--- src/rtl/calc2_port_responder.sv ---
// Two-cycle command/operand responder: add, sub, shift-left/right with per-tag busy tracking.
// Response is registered LATENCY+1 cycles after the command cycle; there is no backpressure, one request per 2 cycles.
module calc2_port_responder #(
  parameter int LATENCY = 3
) (
  input  logic        c_clk,
  input  logic        reset,
  input  logic [3:0]  req_cmd_in,
  input  logic [31:0] req_data_in,
  input  logic [1:0]  req_tag_in,
  output logic [1:0]  out_resp,
  output logic [31:0] out_data,
  output logic [1:0]  out_tag
);

  localparam logic [3:0] CMD_ADD = 4'd1;
  localparam logic [3:0] CMD_SUB = 4'd2;
  localparam logic [3:0] CMD_SHL = 4'd5;
  localparam logic [3:0] CMD_SHR = 4'd6;

  localparam logic [1:0] RESP_OK  = 2'd1;
  localparam logic [1:0] RESP_ERR = 2'd2;

  typedef enum logic {
    ST_IDLE,
    ST_OP2
  } state_t;

  // own marks entries that hold a busy bit and must release it when emitted
  typedef struct packed {
    logic        own;
    logic [1:0]  resp;
    logic [31:0] dat;
    logic [1:0]  tag;
  } entry_t;

  state_t      state_q, state_d;
  logic [3:0]  cmd_q, cmd_d;
  logic [31:0] op1_q, op1_d;
  logic [1:0]  tag_q, tag_d;
  logic        dup_q, dup_d;
  logic [3:0]  busy_q, busy_d;
  logic [3:0]  set_mask;
  logic [3:0]  clr_mask;

  entry_t      pipe_q [LATENCY];
  entry_t      new_ent;
  entry_t      tail;

  logic [1:0]  out_resp_q;
  logic [31:0] out_data_q;
  logic [1:0]  out_tag_q;

  logic [32:0] add_sum;
  logic [4:0]  shamt;

  function automatic logic cmd_is_valid(input logic [3:0] c);
    return (c == CMD_ADD) || (c == CMD_SUB) || (c == CMD_SHL) || (c == CMD_SHR);
  endfunction

  assign tail    = pipe_q[LATENCY-1];
  assign add_sum = {1'b0, op1_q} + {1'b0, req_data_in};
  assign shamt   = req_data_in[4:0];

  always_comb begin
    state_d  = state_q;
    cmd_d    = cmd_q;
    op1_d    = op1_q;
    tag_d    = tag_q;
    dup_d    = dup_q;
    set_mask = '0;
    clr_mask = '0;
    new_ent  = '0;

    if (tail.own) begin
      clr_mask[tail.tag] = 1'b1;
    end

    case (state_q)
      ST_IDLE: begin
        if (req_cmd_in != 4'd0) begin
          cmd_d = req_cmd_in;
          op1_d = req_data_in;
          tag_d = req_tag_in;
          // a bit releasing on this very edge no longer blocks its tag
          dup_d = busy_q[req_tag_in] & ~clr_mask[req_tag_in];
          if (cmd_is_valid(req_cmd_in) && !dup_d) begin
            set_mask[req_tag_in] = 1'b1;
          end
          state_d = ST_OP2;
        end
      end

      ST_OP2: begin
        new_ent.tag  = tag_q;
        new_ent.resp = RESP_OK;
        case (cmd_q)
          CMD_ADD: begin
            if (add_sum[32]) new_ent.resp = RESP_ERR;
            else             new_ent.dat  = add_sum[31:0];
          end
          CMD_SUB: begin
            if (req_data_in > op1_q) new_ent.resp = RESP_ERR;
            else                     new_ent.dat  = op1_q - req_data_in;
          end
          CMD_SHL: new_ent.dat  = op1_q << shamt;
          CMD_SHR: new_ent.dat  = op1_q >> shamt;
          default: new_ent.resp = RESP_ERR;
        endcase
        if (dup_q) begin
          new_ent.resp = RESP_ERR;
        end
        if (new_ent.resp == RESP_ERR) begin
          new_ent.dat = '0;
        end
        new_ent.own = cmd_is_valid(cmd_q) && !dup_q;
        state_d     = ST_IDLE;
      end

      default: state_d = ST_IDLE;
    endcase

    busy_d = (busy_q & ~clr_mask) | set_mask;
  end

  always_ff @(posedge c_clk) begin
    if (reset) begin
      state_q    <= ST_IDLE;
      cmd_q      <= '0;
      op1_q      <= '0;
      tag_q      <= '0;
      dup_q      <= 1'b0;
      busy_q     <= '0;
      for (int i = 0; i < LATENCY; i++) begin
        pipe_q[i] <= '0;
      end
      out_resp_q <= '0;
      out_data_q <= '0;
      out_tag_q  <= '0;
    end else begin
      state_q    <= state_d;
      cmd_q      <= cmd_d;
      op1_q      <= op1_d;
      tag_q      <= tag_d;
      dup_q      <= dup_d;
      busy_q     <= busy_d;
      pipe_q[0]  <= new_ent;
      for (int i = 1; i < LATENCY; i++) begin
        pipe_q[i] <= pipe_q[i-1];
      end
      // empty slots are all-zero, so a plain copy yields idle outputs
      out_resp_q <= tail.resp;
      out_data_q <= tail.dat;
      out_tag_q  <= tail.tag;
    end
  end

  assign out_resp = out_resp_q;
  assign out_data = out_data_q;
  assign out_tag  = out_tag_q;

endmodule

--- config.mk ---
export PLATFORM = sky130hd
export DESIGN_NAME = calc2_port_responder
export DESIGN_NICKNAME = d
export VERILOG_FILES = /design/src/rtl/calc2_port_responder.sv
export SDC_FILE = /design/constraint.sdc
export NUM_CORES = 1
export LEC_CHECK = 0
export ABC_CLOCK_PERIOD_IN_PS = 3500
export BUFFER_PORTS_ARGS = -buffer_cell sky130_fd_sc_hd__buf_2
export CORE_ASPECT_RATIO = 0.7
export CORE_MARGIN = 5
export CORE_UTILIZATION = 45
export CTS_CLUSTER_DIAMETER = 120
export DETAILED_ROUTE_END_ITERATION = 16
export SYNTH_ARGS = -nofsm -noshare
export SYNTH_HDL_FRONTEND = slang
export SYNTH_SLANG_ARGS = --single-unit
--- constraint.sdc ---
create_clock -name c_clk -period 3.5 [get_ports c_clk]
set_input_delay 0.35 -clock c_clk [delete_from_list [all_inputs] [get_ports c_clk]]
set_output_delay 0.35 -clock c_clk [all_outputs]
set_load 0.005 [all_outputs]
Word level (Yosys, flattened, before mapping)
Memories as Yosys holds them, arrays and structs flattened.
Index checks and enable logic that the tools add are counted.
{ "word_totals": {"mem_count": 1, "mem_bits_rw": 111, "input_bits": 40, "reg_bits": 80, "elab_cells": 82} }
{ "op_classes": {"bitwise_logic": 9, "muxes": 30, "magnitude_cmp": 5, "n_shift": 2, "n_addsub": 2, "n_reduce_logical": 15, "n_eq_ne": 9} }
{ "memory_table": {"columns": ["memory", "depth", "width", "rd", "rd_ports_with_merged_regs", "write_ports", "line_no", "source"], "rows": [
  ["pipe_q", 3, 37, 3, 0, 3, "46", "entry_t pipe_q [LATENCY];"]
]} }
{ "ops": {"columns": ["operator", "count"], "rows": [
  ["two-way mux 37 bit", 4],
  ["one-hot mux 32 bit (4 select lines)", 1],
  ["two-way mux 32 bit", 3],
  ["adder 32 x 32 -> 33 bit", 1],
  ["greater-than comparator 32 bit", 1],
  ["<< shifter 32 x 5 -> 32 bit", 1],
  [">> shifter 32 x 5 -> 32 bit", 1],
  ["subtractor 32 bit", 1],
  ["equality test 4 x 3 -> 1 bit (second input constant)", 4],
  ["two-way mux 4 bit", 4],
  ["equality test 4 x 1 -> 1 bit (second input constant)", 2],
  ["equality test 4 x 2 -> 1 bit (second input constant)", 2],
  ["two-way mux 1 bit", 8],
  ["two-way mux 2 bit", 4],
  ["logical OR 1 bit", 6],
  ["less-than comparator 2 x 3 -> 1 bit (second input constant)", 2],
  ["one-hot mux 2 bit (3 select lines)", 1],
  ["AND 4 bit", 1],
  ["binary-select mux 1 bit (select 2 bit)", 2],
  ["demux 1 bit (select 2 bit)", 2],
  [">= comparator 2 x 1 -> 1 bit (second input constant)", 2],
  ["logical AND 1 bit", 4],
  ["inverter 4 bit", 1],
  ["bitwise OR 4 bit", 1],
  ["other kinds (9)", 13]
]} }

Longest topological paths before layout
{ "depth": {"depth_word": 15, "mapped_depth": 16, "ltp_nobuf": 13} }

Worst setup path after synthesis
OpenSTA, ideal clock, no wires.
{ "synth_path": {"kind": "input to register", "from": "input req_data_in[1]", "to": "memory pipe_q[0][21] (netlist bit)", "required_ps": 3378, "path_stages": 14, "slack_ps": 1, "arrival_time_ps": 3377, "cell_sequence": "clkbuf_1 -> clkbuf_1 -> inv_1 -> fa_1 -> nor2_1 -> o21ai_0 -> a311oi_1 -> nor3_2 -> o22ai_1 -> nor2_1 -> clkbuf_1 -> a221o_1 -> a221oi_1 -> nor2_1"} }
{ "synth_rtl": {"columns": ["item", "line_no", "source"], "rows": [
  ["start: declaration", "9", "input logic [31:0] req_data_in,"],
  ["end: declaration", "46", null]
]} }

==> results.py <==
metrics = {
    "final_layout": {
        "nets": 1819,
        "fin_util_pct": 53.1,
        "drive_above_1_share_pct": 17.0,
        "layout_commonest_cell": "dfxtp_1",
        "areaGrowthSynthToFinish_pct": 17.1,
        "diodes": 0,
        "final_cell_mix": "dfxtp_1, nand2_1, a21oi_1",
        "fin_area_mm2": 0.0147,
    },
    "global_route": {
        "grt_max_degree": 93,
        "grt_overflow": 0,
        "grt_pass1_vias": 11700,
        "antenna_found_initial": 0,
        "grt_pass1_wl_um": 68800,
        "grt_use_total_pct": 28.0,
    },
    "pwr": {
        "leakagePower_uw": 0.00621,
        "p_per_area_mw_per_mm2": 400,
        "peakVddDrop_uv": 314,
        "power.total_uw": 5870,
    },
    "place": {
        "place_area_mm2": 0.0139,
        "io_buffers": 75,
        "globalplace.congestion": 1.04,
        "dp_hpwl_um": 34600,
        "dp_slack_ps": -28.3,
    },
    "drt": {
        "drtAntennaViolNets": 0,
        "wirelength_um": 44500,
        "drc": 0,
        "wl_per_cell_um": 21.2,
        "dr_total_vias": 12400,
        "drtPass1Iterations": 6,
        "vias_per_cell": 5.91,
        "drtIter0Drc": 1511,
    },
    "worst_setup_path": {
        "cp_slowest_cell": "or4_4",
        "worst-setup-path-type": "flop to flop",
        "crit_arrival_ps": 3780,
        "critPathLaunchType": "flop",
        "required_ps": 3860,
        "critPathMaxFanout": 14,
        "end_kind": "flop",
        "path_cells": "inv_1, ha_1, fa_1, nand2b_1, a21o_1, a31o_4, o311ai_4, nand4_4, a21oi_2, a21oi_1, or4_4, buf_12, a31oi_1",
        "slowest_delay_ps": 480,
    },
    "logic_synthesis": {
        "ys.flop_type": "dfxtp_1",
        "async_flop_share_pct": 0,
        "synth_area_mm2": 0.0125,
        "synth_fp_nets": 1701,
        "yosys_register_bits": 191,
        "synth_enable_flop_cells": 0,
        "yosysSeqAreaShare_pct": 30.5,
        "synth_cell_types": 81,
        "yosys_warnings": 0,
        "avgSynthCellArea_um2": 7.86,
        "netlist_instances": 1594,
    },
    "clock_network": {
        "numCtsBuffers": 17,
        "clockBufferDepth": 2,
        "clk_latency_ps": 460,
        "cts_hold_buf": 0,
        "cts.clk_slew.worst_paths_ps": 90,
        "cts_tree": "built",
        "cts.htree.levels": 4,
        "cts_root_buffer": "clkbuf_16",
        "cts.sinks": 191,
    },
    "timing": {
        "setup-violations-final": 0,
        "rsz0062_at_grt": "yes",
        "slew_viol_final": 0,
        "tightestPinTransition_ps": 910,
        "setup_ws_ps": 83.6,
        "finalCritPeriodShare_pct": 97.6,
        "finalHoldViolCount": 0,
        "period_needed_ps": 3420,
        "final.setup_skew_ps": 13.5,
        "relSlewSlack_pct": 39.4,
        "setup_tns_ps": 0,
        "fmax_mhz": 293,
    },
    "run": {
        "drv_cap": 0,
    },
    "floorplanning": {
        "die_h_um": 150,
        "die_w_um": 209,
        "ioPinCount": 76,
        "initial_utilization_pct": 45.3,
        "core-area_mm2": 0.0276,
        "dieArea_mm2": 0.0313,
        "placementRows": 51,
    },
    "hold_path": {
        "hold_class": "primary input to flop",
    },
    "outcome": {
        "outcome": "finished clean",
    },
}
-- synthesized netlist by cell type (6+ instances only) --
cell	instances	area, µm²
a211oi_1	11	82.6
a21o_1	19	143
a21oi_1	155	776
a221o_1	9	90.1
a221oi_1	12	105
a22oi_1	11	82.6
a31oi_1	23	144
and2_1	8	50.1
and3_1	8	50.1
buf_1	12	45.0
buf_2	14	70.1
clkbuf_1	74	278
dfxtp_1	191	3820
ha_1	65	813
inv_1	68	255
mux2_2	14	158
mux2i_1	70	701
mux4_2	8	180
nand2_1	152	571
nand2b_1	43	269
nand3_1	13	65.1
nand3b_1	6	45.0
nor2_1	119	447
nor2b_1	125	782
nor3_1	25	125
nor4_1	16	100
o211ai_1	18	135
o21a_1	9	67.6
o21ai_0	102	510
o21bai_1	6	45.0
o22ai_1	43	269
o31ai_1	11	82.6
or2_2	6	37.5
or3_1	8	50.1
xnor2_1	27	236
-- cells by family (layout without fill, tap and decap cells) --
kind of cell | Yosys count | after routing | share of synthesized area, %
adder cells (fa/ha/maj) | 67 | 67 | 6.81
AND/OR/NAND/NOR | 548 | 548 | 22.0
multiplexers | 92 | 92 | 8.29
flip-flops | 191 | 191 | 30.5
AO/OA/AOI/OAI | 487 | 487 | 24.5
XOR/XNOR | 29 | 29 | 2.03
buffers and inverters | 180 | 311 | 5.81
-- what timing repair did --
action                                  CTS  global route
endpoints found under the setup margin    0            24
buffers inserted                          0             2
resized for setup                         0            12
hold endpoints to repair                  0             0
-- flip-flops by register name, summed over array words and instances, names as in the netlist --
register / cells
op1_q: 32
out_tag: 2
busy_q: 4
out_resp: 2
cmd_q: 4
pipe_q: 111
out_data: 32
dup_q: 1
tag_q: 2
state_q: 1
-- where the power goes --
part           leakage, µW  switching [µW]  internal (µW)  total, µW
logic              0.00438             992            615       1610
registers          0.00155            42.2           2210       2260
clock network     0.000291            1030            978       2010
total              0.00621            2060           3810       5870
-- worst max-delay path: cells and delay by family (launching register included) --
kind | cells | cell delay, ps
flip-flops | 1 | 360
adder cells (fa/ha/maj) | 2 | 610
AO/OA/AOI/OAI | 6 | 1270
AND/OR/NAND/NOR | 3 | 860
buffers and inverters | 2 | 220
-- per-stage QoR --
stage / hold WS, ps / cells
6_report: 144 / 2096
5_1_grt: 138 / 2096
4_1_cts: 120 / 2093
3_5_place_dp: 422 / 2061
3_3_place_gp: 419 / 2061
2_1_floorplan: 414 / 1594
-- per-layer routing --
layer	vias to the layer above	GRT usage, %	wire, µm
met1	5815	41.7	21300
met5	-	0	0
met2	603	41.2	18300
li1	5904	-	-
met4	0	7.40	991
met3	68	5.68	3920
-- area by class of cell --
class | instances | area (µm²)
Clock inverter | 15 | 194
Tap cell | 371 | 464
Timing Repair Buffer | 205 | 1430
Sequential cell | 191 | 3820
Inverter | 74 | 283
Clock buffer | 17 | 425
Multi-Input combinational cell | 1223 | 8040
Fill cell | 2704 | 13000
-- final timing paths --
check,start,end,slack [ps],cells past startpoint
max,op1_q[0]$_SDFFE_PP0P_,pipe_q[0][17]$_SDFF_PP0_,80,13
min,req_data_in[27],op1_q[27]$_SDFFE_PP0P_,140,3
max reg2reg,op1_q[0]$_SDFFE_PP0P_,pipe_q[0][17]$_SDFF_PP0_,80,13
min reg2reg,pipe_q[0][63]$_SDFF_PP0_,pipe_q[0][100]$_SDFF_PP0_,430,1
No activity file was read; power rests on OpenSTA's default activity.
